$ cat config.mk
export PLATFORM = sky130hd
export DESIGN_NAME = dmem_arbiter
export DESIGN_NICKNAME = d
export VERILOG_FILES = /design/src/rtl/dmem_arbiter_pkg.sv /design/src/rtl/dmem_arbiter_rr_pick2.sv /design/src/rtl/dmem_arbiter.sv
export SDC_FILE = /design/constraint.sdc
export NUM_CORES = 1
export LEC_CHECK = 0
export CAP_MARGIN = 20
export CORE_AREA = 2 2 98 100
export CTS_BUF_LIST = sky130_fd_sc_hd__clkbuf_16
export DETAILED_ROUTE_END_ITERATION = 10
export DIE_AREA = 0 0 100 102
export PLACE_DENSITY = 0.76
export REMOVE_ABC_BUFFERS = 1
export SETUP_SLACK_MARGIN = 0.3
export SYNTH_ARGS = -nofsm -noshare
export SYNTH_HDL_FRONTEND = slang
export SYNTH_SLANG_ARGS = --single-unit
$ cat constraint.sdc
create_clock -name clk -period 2.43 [get_ports clk]
set_clock_uncertainty 0.2 [all_clocks]
set_input_delay 0.3645 -clock clk [delete_from_list [all_inputs] [get_ports clk]]
set_output_delay 0.3645 -clock clk [all_outputs]
set_load 0.02 [all_outputs]
$ cat src/rtl/dmem_arbiter_pkg.sv
// Shared types for the data-memory arbiter: FSM states, requester IDs and
// default geometry of the dmem32x64k port.
package dmem_arbiter_pkg;

    localparam int unsigned DEF_ADDR_W    = 16;
    localparam int unsigned DEF_DATA_W    = 32;
    localparam int unsigned DEF_MAX_BURST = 16;

    typedef enum logic {
        ARB    = 1'b0,
        LBURST = 1'b1
    } arb_state_e;

    typedef enum logic {
        CORE   = 1'b0,
        LOADER = 1'b1
    } req_id_e;

    // Map a one-hot grant vector {loader, core} to the winning requester.
    function automatic req_id_e winner_of(input logic [1:0] gnt);
        req_id_e id;
        if (gnt[1]) begin
            id = LOADER;
        end else begin
            id = CORE;
        end
        return id;
    endfunction

endpackage

$ cat src/rtl/dmem_arbiter_rr_pick2.sv
// Two-input alternating-priority picker. Bit 0 is the core, bit 1 the loader;
// force0 hands contention to bit 0 regardless of history.
module dmem_arbiter_rr_pick2
    import dmem_arbiter_pkg::*;
(
    input  logic [1:0] req,
    input  logic       last,
    input  logic       force0,
    output logic [1:0] gnt
);

    // One-hot pick: single requester wins outright, contention goes to the one not served last.
    always_comb begin
        gnt = 2'b00;
        case (req)
            2'b01: gnt = 2'b01;
            2'b10: gnt = 2'b10;
            2'b11: begin
                if (force0 || (last == LOADER)) begin
                    gnt = 2'b01;
                end else begin
                    gnt = 2'b10;
                end
            end
            default: gnt = 2'b00;
        endcase
    end

endmodule

$ cat src/rtl/dmem_arbiter.sv
// Shares the single dmem port between the core pipeline and the loader/debug
// requester, with alternating priority, locked loader bursts and rvalid return.
module dmem_arbiter
    import dmem_arbiter_pkg::*;
#(
    parameter int unsigned ADDR_W    = DEF_ADDR_W,
    parameter int unsigned DATA_W    = DEF_DATA_W,
    parameter int unsigned MAX_BURST = DEF_MAX_BURST
) (
    input  logic              clk,
    input  logic              rst,
    input  logic              c_req,
    input  logic              c_we,
    input  logic [ADDR_W-1:0] c_addr,
    input  logic [DATA_W-1:0] c_wdata,
    output logic              c_gnt,
    output logic              c_rvalid,
    output logic [DATA_W-1:0] c_rdata,
    input  logic              l_req,
    input  logic              l_we,
    input  logic [ADDR_W-1:0] l_addr,
    input  logic [DATA_W-1:0] l_wdata,
    input  logic              l_lock,
    output logic              l_gnt,
    output logic              l_rvalid,
    output logic [DATA_W-1:0] l_rdata,
    output logic [ADDR_W-1:0] m_addr,
    output logic              m_w,
    output logic [DATA_W-1:0] m_d,
    input  logic [DATA_W-1:0] m_q
);

    localparam int unsigned     CNT_W   = $clog2(MAX_BURST + 1);
    localparam logic [CNT_W-1:0] CNT_ONE = CNT_W'(1);
    localparam logic [CNT_W-1:0] CNT_MAX = CNT_W'(MAX_BURST);

    arb_state_e       state_r, state_nxt_s;
    req_id_e          last_gnt_r, last_gnt_nxt_s;
    logic [CNT_W-1:0] beat_cnt_r, beat_cnt_nxt_s;
    logic             core_prio_r, core_prio_nxt_s;
    logic             set_prio_s;
    logic [1:0]       pick_gnt_s;
    logic             c_gnt_s, l_gnt_s;
    logic             c_rvalid_r, l_rvalid_r;

    dmem_arbiter_rr_pick2 u_pick (
        .req    ({l_req, c_req}),
        .last   (last_gnt_r),
        .force0 (core_prio_r),
        .gnt    (pick_gnt_s)
    );

    // Grant selection, burst tracking and next-state computation.
    always_comb begin
        state_nxt_s    = state_r;
        beat_cnt_nxt_s = beat_cnt_r;
        set_prio_s     = 1'b0;
        c_gnt_s        = 1'b0;
        l_gnt_s        = 1'b0;
        case (state_r)
            ARB: begin
                c_gnt_s = pick_gnt_s[0];
                l_gnt_s = pick_gnt_s[1];
                if (pick_gnt_s[1] && l_lock) begin
                    beat_cnt_nxt_s = CNT_ONE;
                    if (CNT_ONE >= CNT_MAX) begin
                        // A single-beat limit releases immediately and owes the core a turn.
                        set_prio_s  = 1'b1;
                        state_nxt_s = ARB;
                    end else begin
                        state_nxt_s = LBURST;
                    end
                end else begin
                    state_nxt_s = ARB;
                end
            end
            LBURST: begin
                if (l_req && l_lock) begin
                    l_gnt_s = 1'b1;
                    if (beat_cnt_r >= (CNT_MAX - CNT_ONE)) begin
                        beat_cnt_nxt_s = CNT_MAX;
                        set_prio_s     = 1'b1;
                        state_nxt_s    = ARB;
                    end else begin
                        beat_cnt_nxt_s = beat_cnt_r + CNT_ONE;
                        state_nxt_s    = LBURST;
                    end
                end else begin
                    // Burst released: this cycle is arbitrated normally, no relock possible.
                    c_gnt_s     = pick_gnt_s[0];
                    l_gnt_s     = pick_gnt_s[1];
                    state_nxt_s = ARB;
                end
            end
            default: begin
                state_nxt_s = ARB;
            end
        endcase
    end

    // Core-priority flag and last-winner bookkeeping.
    always_comb begin
        core_prio_nxt_s = core_prio_r;
        last_gnt_nxt_s  = last_gnt_r;
        if (c_gnt_s || !c_req) begin
            core_prio_nxt_s = 1'b0;
        end else if (set_prio_s) begin
            core_prio_nxt_s = 1'b1;
        end else begin
            core_prio_nxt_s = core_prio_r;
        end
        if (c_gnt_s || l_gnt_s) begin
            last_gnt_nxt_s = winner_of({l_gnt_s, c_gnt_s});
        end else begin
            last_gnt_nxt_s = last_gnt_r;
        end
    end

    // Arbiter state registers.
    always_ff @(posedge clk or posedge rst) begin
        if (rst) begin
            state_r     <= ARB;
            last_gnt_r  <= LOADER;
            beat_cnt_r  <= '0;
            core_prio_r <= 1'b0;
        end else begin
            state_r     <= state_nxt_s;
            last_gnt_r  <= last_gnt_nxt_s;
            beat_cnt_r  <= beat_cnt_nxt_s;
            core_prio_r <= core_prio_nxt_s;
        end
    end

    // Read-return strobes, aligned with the registered dmem output.
    always_ff @(posedge clk or posedge rst) begin
        if (rst) begin
            c_rvalid_r <= 1'b0;
            l_rvalid_r <= 1'b0;
        end else begin
            c_rvalid_r <= c_gnt_s & ~c_we;
            l_rvalid_r <= l_gnt_s & ~l_we;
        end
    end

    assign c_gnt    = c_gnt_s;
    assign l_gnt    = l_gnt_s;
    assign c_rvalid = c_rvalid_r;
    assign l_rvalid = l_rvalid_r;
    assign c_rdata  = m_q;
    assign l_rdata  = m_q;
    assign m_addr   = l_gnt_s ? l_addr : c_addr;
    assign m_d      = l_gnt_s ? l_wdata : c_wdata;
    assign m_w      = (c_gnt_s & c_we) | (l_gnt_s & l_we);

endmodule

# Yosys cells after proc, flatten, opt, wreduce, memory -nomap -nowiden
# Index checks and enable logic that the tools add are counted.
# W data, S select, Z words.
[word_totals]
mem_count = 0
ff_bits = 10
output_inout_bits = 117
ramBits = 0
latch_bits = 0
elab_cells = 51
in_bits = 135
rom_bits = 0
[classes]
n_eq_ne = 5
bitwise = 8
n_reduce_logical = 8
n_addsub = 1
shift = 0
n_div = 0
n_mul = 0
muxes = 22
order_cmp = 1
[op_table]
columns = ["cell", "n"]
rows = [
  ["$mux W32", 1],
  ["$mux W16", 1],
  ["$mux W5", 3],
  ["$mux W1", 11],
  ["$pmux W5 S2", 1],
  ["$pmux W1 S2", 3],
  ["$pmux W2 S3", 1],
  ["$add A5 B1 Y5 const B", 1],
  ["$ge A5 B4 Y1 const B", 1],
  ["$and A1 B1 Y1", 4],
  ["$eq A2 B2 Y1 const B", 2],
  ["$logic_or A1 B1 Y1", 3],
  ["$not A1 Y1", 3],
  ["$eq A2 B1 Y1 const B", 1],
  ["$logic_and A1 B1 Y1", 2],
  ["$mux W2", 1],
  ["$ne A2 B1 Y1 const B", 1],
  ["$ne A2 B2 Y1 const B", 1],
  ["$reduce_and A2 Y1", 1],
  ["$reduce_bool A2 Y1", 1],
  ["$logic_not A1 Y1", 1],
  ["$or A1 B1 Y1", 1],
]

# Longest topological paths before layout
# Gate-level depths: netlist of the first run.
[depth]
ltp_word = 7
mapped_depth = 6
mapped_depth_nobuf = 6

# By module
# Synthesis of the first run repeated with hierarchy kept, for this count alone.
[unflattened]
hier_cells = 171
hier_area_um2 = 1834.3
[modules_own_cells]
columns = ["module", "cells_per_inst", "area_per_inst_um2", "n_inst"]
rows = [
  ["dmem_arbiter", 167, 1811.7, 1],
  ["dmem_arbiter_rr_pick2", 4, 22.5, 1],
]

# Least setup slack after synthesis of the first run
# Ideal clock, no wire load.
[synth_path]
kind = "register to output"
from = "register state_r"
to = "output port m_w"
stages_incl_launch_ff = 6
required_time_ns = 1.865
setup_slack_ns = 0.376
arrival_time_ns = 1.489
cell_sequence = "dfrtp_1 -> buf_2 -> and2_4 -> o21ai_4 -> buf_6 -> mux2i_1"
[synth_between]
elab_chain_cells = 4
elab_cells_between_ends = 6
cone_classes = "mux (2); bitwise (4)"
[synth_rtl]
columns = ["element", "line", "text"]
rows = [
  ["from (decl)", "dmem_arbiter.sv:37", "arb_state_e state_r, state_nxt_s;"],
  ["from (signal assigned)", "dmem_arbiter.sv:127", "state_r <= state_nxt_s;"],
  ["$not A1 Y1", "-", ""],
  ["$pmux W1 S2", "dmem_arbiter.sv:60", "case (state_r)"],
  ["$and A1 B1 Y1", "dmem_arbiter.sv:153", "assign m_w = (c_gnt_s & c_we) | (l_gnt_s & l_we);"],
  ["$or A1 B1 Y1 (*)", "dmem_arbiter.sv:153", ""],
  ["to (decl)", "dmem_arbiter.sv:28", "output logic m_w,"],
]
# Every way passes the cells marked *; elsewhere a longest branch is shown, timed or not.

# Worst setup path after layout of the first run
[layout_path]
from = "register last_gnt_r"
to = "output port m_d[7]"
[layout_between]
elab_chain_cells = 6
[layout_rtl]
columns = ["element", "line", "text"]
rows = [
  ["from (decl)", "dmem_arbiter.sv:38", "req_id_e last_gnt_r, last_gnt_nxt_s;"],
  ["from (signal assigned)", "dmem_arbiter.sv:128", "last_gnt_r <= last_gnt_nxt_s;"],
  ["$logic_or A1 B1 Y1 (*)", "dmem_arbiter_rr_pick2.sv:19", "if (force0 || (last == LOADER)) begin"],
  ["$mux W2 (*)", "dmem_arbiter_rr_pick2.sv:19", ""],
  ["$pmux W2 S3 (*)", "dmem_arbiter_rr_pick2.sv:15", "case (req)"],
  ["$mux W1", "dmem_arbiter.sv:78", "if (l_req && l_lock) begin"],
  ["$pmux W1 S2 (*)", "dmem_arbiter.sv:60", ""],
  ["$mux W32 (*)", "dmem_arbiter.sv:152", "assign m_d = l_gnt_s ? l_wdata : c_wdata;"],
  ["to (decl)", "dmem_arbiter.sv:29", "output logic [DATA_W-1:0] m_d,"],
]
# Marked as above.

==> results of run 1 <==
## logic make-up after synthesis
group	after synthesis	share of synthesized area (%)
buffers and inverters	77	34.74
AOI/OAI and AO/OA	18	8.570
muxes	49	33.67
adders and majority gates	2	1.530
and+or+nand+nor	18	6.122
DFF	10	15.38
## where the power goes
part | internal (W) | switching (W) | total, W
clock network | 0.000216 | 0.0000838 | 0.000300
logic | 0.000464 | 0.000293 | 0.000757
registers | 0.000182 | 0.0000129 | 0.000195
total | 0.000862 | 0.000389 | 0.00125
## per-stage QoR
step                utilization (%)  power [W]  setup WS (ps)
global route                  36.69   0.001310         -90.41
CTS                           35.00   0.001216         -69.14
floorplan                         -  0.0004472         -163.0
detailed placement            31.28  0.0008234         -505.8
finish                        36.69   0.001251         -32.40
global placement              31.28  0.0008206         -517.9
## worst paths after layout
| kind | from | to | slack, ps | depth (start not counted) |
|---|---|---|---|---|
| hold reg to reg | beat_cnt_r[4] | beat_cnt_r[4] | 330 | 1 |
| setup reg to reg | beat_cnt_r[0] | beat_cnt_r[3] | 430 | 6 |
| min in group clk | beat_cnt_r[4] | beat_cnt_r[4] | 330 | 1 |
| setup / recovery | last_gnt_r | m_d[7] | -30 | 7 |
| max in group asynchronous | rst | last_gnt_r | 1500 | 2 |
| hold / removal | rst | beat_cnt_r[2] | 210 | 2 |
## registers in the layout, indices dropped and copies added (netlist names)
register / count
beat_cnt_r: 5
c_rvalid: 1
core_prio_r: 1
l_rvalid: 1
last_gnt_r: 1
state_r: 1
## routing by layer
metal | part of all wire (%) | up-vias | GRT usage (%)
met2 | 41 | 203 | 26.72
li1 | - | 775 | -
met4 | 2.4 | 2 | 4.742
met5 | 0.91 | - | 6.250
met3 | 24 | 17 | 16.76
met1 | 32 | 788 | 18.10
## worst max-delay path: cells and delay by family (launching register included)
kind	cells	cell delay [ps]
mux	1	310
compound gates	2	260
flops	1	550
buf+inv	4	540
## final cells by class
type / count / area share [%]
repair buffers: 184 / 56.95
flip-flops and latches: 10 / 7.525
multi-input cells: 87 / 28.23
clock inverters: 1 / 0.1123
well taps: 111 / 4.156
inverters: 7 / 0.7862
clock buffers: 3 / 2.246
## what timing repair did
| item | in CTS | in global routing |
|---|---|---|
| endpoints found under the setup margin | 51 | 50 |
| pin swaps | 2 | 1 |
| setup buffers | 11 | 3 |
| hold endpoints to repair | 0 | 0 |
| cloned | 4 | 2 |
| gates resized for setup | 268 | 23 |
## synthesized netlist by cell type (2+ instances only)
library cell,n,area (sq um)
sky130_fd_sc_hd__nor2_1,3,11.26
sky130_fd_sc_hd__nand2_1,3,11.26
sky130_fd_sc_hd__o211ai_1,2,15.01
sky130_fd_sc_hd__and3_1,4,25.02
sky130_fd_sc_hd__inv_1,7,26.28
sky130_fd_sc_hd__mux2_1,3,33.78
sky130_fd_sc_hd__a21oi_1,3,15.01
sky130_fd_sc_hd__mux2_2,45,506.7
sky130_fd_sc_hd__o21ai_0,2,10.01
sky130_fd_sc_hd__nand3_1,2,10.01
sky130_fd_sc_hd__buf_6,5,56.30
sky130_fd_sc_hd__ha_1,2,25.02
sky130_fd_sc_hd__buf_4,64,480.5
sky130_fd_sc_hd__dfrtp_1,9,225.2
==> results.rst, run 1 <==
.. list-table::
   :header-rows: 1

   * - Metric
     - Value
   * - Outcome
     - complete, but fails checks
   * - Failing checks
     - negative setup slack
   * - Number of remaining DRC errors
     - 0
   * - Final Hold Vio Count
     - 0
   * - # port buffers
     - 155
   * - Final non-filler cell area
     - 3342 sq um
   * - Top-Level Pins
     - 252
   * - WHS
     - 206.2 ps
   * - Worst hold-check path type
     - input port to async pin
   * - Buffer cell driving the clock tree root
     - sky130_fd_sc_hd__clkbuf_16
   * - Req. time, crit path
     - 1870 ps
   * - Effective utilization at floorplan
     - 17.95%
   * - Initial antenna violation count
     - 0
   * - Total routed wirelength
     - 9903 microns
   * - Synthesis-to-layout area growth
     - 104.4%
   * - Post-Layout Cell Count
     - 403
   * - Synth cell types
     - 34
   * - Overall routing resource usage
     - 18.03%
   * - Clock-pin slew on the worst setup and hold paths
     - 40 ps
   * - Remaining antenna violation count
     - 0
   * - Max Clock Freq
     - 406.1 MHz
   * - Standard cell with the maximum stage delay on the critical path
     - sky130_fd_sc_hd__dfstp_2
   * - Total instance count after detailed placement
     - 379
   * - Site row count
     - 35
   * - Number of DRC violations after detailed-routing iteration 0
     - 47
   * - Die width
     - 100 microns
   * - Total of flip-flops plus latches after synthesis
     - 10
   * - Vias/cell
     - 4.429
   * - Worst-margin pin slew
     - 649.1 ps
   * - Vias in the first global route
     - 1879
   * - Post-route minimum period
     - 2462 ps
   * - Pin count of the biggest net entering global routing
     - 18
   * - Most instantiated flip-flop cell in the synthesis netlist
     - sky130_fd_sc_hd__dfrtp_1
   * - Die area
     - 10200 sq um
   * - Total setup violations reported at the end of the flow
     - 9
   * - Syn avg cell area
     - 9.398 sq um
   * - Clock sink count
     - 10
   * - Commonest non-fill, non-tap cell in the layout
     - sky130_fd_sc_hd__clkdlybuf4s50_1
   * - Proportion of synthesized chip area in sequential cells
     - 15.38%
   * - Total of max-cap violations
     - 0
   * - Type of element launching the critical path
     - register
   * - Ys async rst share
     - 100.0%
   * - Register area
     - 251.5 sq um
   * - Slowest stage delay, CP
     - 550 ps
   * - Synthesized instance count
     - 174
   * - Fraction of final layout cells sized beyond drive strength 1
     - 45.55%
   * - Crit path capture type
     - output port
   * - Clock tree from TritonCTS
     - done
   * - Worst-path cell chain
     - o21ai_4 > o21ai_4 > buf_6 > buf_6 > buf_16 > mux2_4 > buf_6
   * - Routed len/inst
     - 24.57 microns
   * - DR pass1 iterations
     - 4
   * - Leakage
     - 1.562 nW
   * - Worst Slack Setup Final
     - -32.40 ps
   * - Weighted congestion reported at the end of routability-driven placement
     - 0.9010
   * - Die H
     - 102 microns
   * - Remaining global-route overflow
     - 0
   * - Final critical-path share of the clock period
     - 101.3%
   * - CP Max Fanout
     - 5
   * - Count of flip-flops with a built-in enable after synthesis
     - 0
   * - Vias
     - 1785
   * - Worst IR Drop VDD
     - 173.7 uV
   * - Cell area after placement
     - 2849 sq um
   * - RSZ-0062 raised after global routing
     - true
   * - Relative slew margins
     - 56.27%
   * - Power density over cell area
     - 374.4 nW/um^2
   * - Final net count
     - 430
   * - Combined area of all synthesized cells
     - 1635 sq um
   * - CTS Buf Count
     - 3
   * - Arrival time at the worst endpoint
     - 1900 ps
   * - Multi-input gate area in the final layout
     - 943.4 sq um
   * - Number of warning messages in the yosys log
     - 0
   * - Longest Clk Path Bufs
     - 2
   * - Number of antenna diodes
     - 0
   * - CTS H-Tree Depth
     - 1
   * - Pins Over Slew Limit
     - 0
   * - Total half-perimeter wirelength after legalization and detailed placement
     - 8304 microns
   * - Commonest cells after routing, fill and taps aside
     - sky130_fd_sc_hd__clkdlybuf4s50_1, sky130_fd_sc_hd__buf_6, sky130_fd_sc_hd__mux2_4
   * - Fill cells
     - 908
   * - Aggregate negative setup slack
     - -133.6 ps
   * - Post-cts hold buffer count
     - 0
   * - Critical path class
     - register to output port
   * - Core outline area
     - 9109 sq um
   * - First-pass GRT wire length
     - 12780 microns
   * - Latest clock arrival within the worst-skew pair
     - 250 ps
   * - Crit-path most repeated cell
     - sky130_fd_sc_hd__buf_6
Power figures use the tool's default switching activity.
==> run 2: changes to the inputs <==
--- a/config.mk
+++ b/config.mk
@@ -13,6 +13,8 @@
 export PLACE_DENSITY = 0.76
 export REMOVE_ABC_BUFFERS = 1
 export SETUP_SLACK_MARGIN = 0.3
+export SKIP_LAST_GASP = 1
+export SLEW_MARGIN = 20
 export SYNTH_ARGS = -nofsm -noshare
 export SYNTH_HDL_FRONTEND = slang
 export SYNTH_SLANG_ARGS = --single-unit
==> run 2 against run 1 <==
Net effect: the flow still finishes with violations (negative setup slack); first-iteration DRC count down 15%; global-route usage down 0.072 points; non-clock buffer count down 1; critical path depth unchanged; wire length down 0.24%; critical endpoint unchanged; largest power group unchanged.
==> results.rst, run 2 (synthesis gave the netlist of run 1 again) <==
.. list-table::
   :header-rows: 1

   * - Metric
     - Value
   * - CTS H-Tree Depth
     - 1 (unchanged)
   * - RSZ-0062 raised after global routing
     - true (unchanged)
   * - Overall routing resource usage
     - 17.95% (was 18.03%)
   * - Commonest cells after routing, fill and taps aside
     - sky130_fd_sc_hd__clkdlybuf4s50_1, sky130_fd_sc_hd__buf_6, sky130_fd_sc_hd__mux2_4 (unchanged)
   * - Synthesis-to-layout area growth
     - 103.7% (was 104.4%)
   * - Max FFs per register
     - 5 (unchanged)
   * - Clock tree from TritonCTS
     - done (unchanged)
   * - Outcome
     - complete, but fails checks (unchanged)
   * - Arrival time at the worst endpoint
     - 1900 ps (about the same)
   * - Share of the core filled with cells in the final layout
     - 36.57% (was 36.69%)
   * - Crit path capture type
     - output port (unchanged)
   * - Power, Total
     - 0.001249 W (was 0.001251 W)
   * - Fill cells
     - 911 (was 908)
   * - Final net count
     - 429 (was 430)
   * - Standard cell with the maximum stage delay on the critical path
     - sky130_fd_sc_hd__dfstp_2 (unchanged)
   * - Leakage
     - 1.556 nW (was 1.562 nW)
   * - Failing checks
     - negative setup slack (unchanged)
   * - Worst IR Drop VDD
     - 174.0 uV (was 173.7 uV)
   * - Top-Level Pins
     - 252 (unchanged)
   * - First-pass GRT wire length
     - 12710 microns (was 12780 microns)
   * - Multi-input gate area in the final layout
     - 943.4 sq um (unchanged)
   * - Worst-path cell chain
     - o21ai_4 > o21ai_4 > buf_6 > buf_6 > buf_16 > mux2_4 > buf_6 (unchanged)
   * - Worst hold-check path type
     - input port to async pin (unchanged)
   * - Effective utilization at floorplan
     - 17.95% (unchanged)
   * - Clock-pin slew on the worst setup and hold paths
     - 40 ps (about the same)
   * - Crit-path most repeated cell
     - sky130_fd_sc_hd__buf_6 (unchanged)
   * - Total routed wirelength
     - 9879 microns (was 9903 microns)
   * - Die width
     - 100 microns (unchanged)
   * - Die H
     - 102 microns (unchanged)
   * - Final critical-path share of the clock period
     - 101.5% (was 101.3%)
   * - Total setup violations reported at the end of the flow
     - 9 (unchanged)
   * - Remaining global-route overflow
     - 0 (unchanged)
   * - Slowest stage delay, CP
     - 550 ps (about the same)
   * - Worst Slack Setup Final
     - -35.42 ps (was -32.40 ps)
   * - Initial antenna violation count
     - 0 (unchanged)
   * - DR pass1 iterations
     - 4 (unchanged)
   * - Commonest non-fill, non-tap cell in the layout
     - sky130_fd_sc_hd__clkdlybuf4s50_1 (unchanged)
   * - Post-cts hold buffer count
     - 0 (unchanged)
   * - Max Clock Freq
     - 405.6 MHz (was 406.1 MHz)
   * - Register area
     - 251.5 sq um (unchanged)
   * - Pin count of the biggest net entering global routing
     - 18 (unchanged)
   * - Critical path class
     - register to output port (unchanged)
   * - Vias in the first global route
     - 1851 (was 1879)
   * - Routed len/inst
     - 24.57 microns (about the same)
   * - Buffer cell driving the clock tree root
     - sky130_fd_sc_hd__clkbuf_16 (unchanged)
   * - Relative slew margins
     - 55.70% (was 56.27%)
   * - Core outline area
     - 9109 sq um (unchanged)
   * - Req. time, crit path
     - 1870 ps (about the same)
   * - Post-route minimum period
     - 2465 ps (was 2462 ps)
   * - CTS Buf Count
     - 3 (unchanged)
   * - Vias/cell
     - 4.448 (was 4.429)
   * - Most flop-heavy register
     - beat_cnt_r (unchanged)
   * - Worst-margin pin slew
     - 657.6 ps (was 649.1 ps)
   * - Latest clock arrival within the worst-skew pair
     - 240 ps (was 250 ps)
   * - Power density over cell area
     - 375.0 nW/um^2 (was 374.4 nW/um^2)
   * - Number of remaining DRC errors
     - 0 (unchanged)
   * - Pins Over Slew Limit
     - 0 (unchanged)
   * - Total of max-cap violations
     - 0 (unchanged)
   * - Number of antenna diodes
     - 0 (unchanged)
   * - Final Hold Vio Count
     - 0 (unchanged)
   * - Vias
     - 1788 (was 1785)
   * - Fraction of final layout cells sized beyond drive strength 1
     - 45.36% (was 45.55%)
   * - Weighted congestion reported at the end of routability-driven placement
     - 0.9010 (unchanged)
   * - CP Max Fanout
     - 5 (unchanged)
   * - Longest Clk Path Bufs
     - 2 (unchanged)
   * - Number of DRC violations after detailed-routing iteration 0
     - 40 (was 47)
   * - Total half-perimeter wirelength after legalization and detailed placement
     - 8304 microns (unchanged)
   * - Remaining antenna violation count
     - 0 (unchanged)
   * - # port buffers
     - 155 (unchanged)
   * - Type of element launching the critical path
     - register (unchanged)
   * - Clock sink count
     - 10 (unchanged)
   * - Site row count
     - 35 (unchanged)
   * - Die area
     - 10200 sq um (unchanged)
   * - WHS
     - 207.0 ps (was 206.2 ps)
-- run 2: through the flow --
| step | cell area (sq um) | instances | setup slack, ps | TNS (ps) |
|---|---|---|---|---|
| finish | 3331 | 402 | -35.42 | -157.5 |
| global route | 3331 | 402 | -90.41 | -1536 |
| CTS | 3137 | 398 | -69.14 | -807.5 |
| detailed placement | 2849 | 379 | -505.8 | -19890 |
| global placement | 2849 | 379 | -517.9 | -20800 |
| floorplan | 1094 | 104 | -163.0 | -5933 |
-- run 2: worst max-delay path, delay by kind of cell, from the launching register on --
kind	cells	cell delay, ps
muxes	1	310
buffers and inverters	4	540
DFF	1	550
AOI/OAI and AO/OA	2	260
-- run 2: final cells by class --
cell class / count / share of cell area, %
Clock buffer: 3 / 2.254
Clock inverter: 1 / 0.1127
Inverter: 7 / 0.7889
Multi-Input combinational cell: 87 / 28.32
Sequential cell: 10 / 7.551
Tap cell: 111 / 4.170
Timing Repair Buffer: 183 / 56.80
-- run 2: layer usage --
metal  GRT usage (%)  vias up  wire, microns  part of all wire [%]
met4           4.742        2            240                   2.4
li1                -      774              -                     -
met1           18.23      792           3226                    33
met5           6.250        -             90                  0.91
met3           16.76       15           2224                    23
met2           26.30      205           4097                    41
-- run 2: final timing paths --
kind / to / startpoint / slack, ps / depth (start not counted)
max in group asynchronous: last_gnt_r / rst / 1500 / 2
worst min register to register: beat_cnt_r[4] / beat_cnt_r[4] / 340 / 1
worst min-delay path: beat_cnt_r[2] / rst / 210 / 2
worst max-delay path: m_d[7] / last_gnt_r / -40 / 7
worst max register to register: beat_cnt_r[3] / beat_cnt_r[0] / 450 / 6
min in group clk: beat_cnt_r[4] / beat_cnt_r[4] / 340 / 1
-- run 2: repair_timing --
item | 4_1_cts | 5_1_grt
resized for setup | 254 | 36
pin swaps | 2 | 1
buffers inserted | 11 | 2
cloned | 4 | 2
endpoints found under the setup margin | 51 | 50
-- run 2: where the power goes --
| group | internal [W] | switching, W | total [W] | leakage, nW |
|---|---|---|---|---|
| sequential | 0.000182 | 0.0000128 | 0.000195 | 0.129 |
| clock | 0.000216 | 0.0000860 | 0.000302 | 0.0423 |
| combinational | 0.000462 | 0.000290 | 0.000752 | 1.39 |
| total | 0.000860 | 0.000389 | 0.00125 | 1.56 |
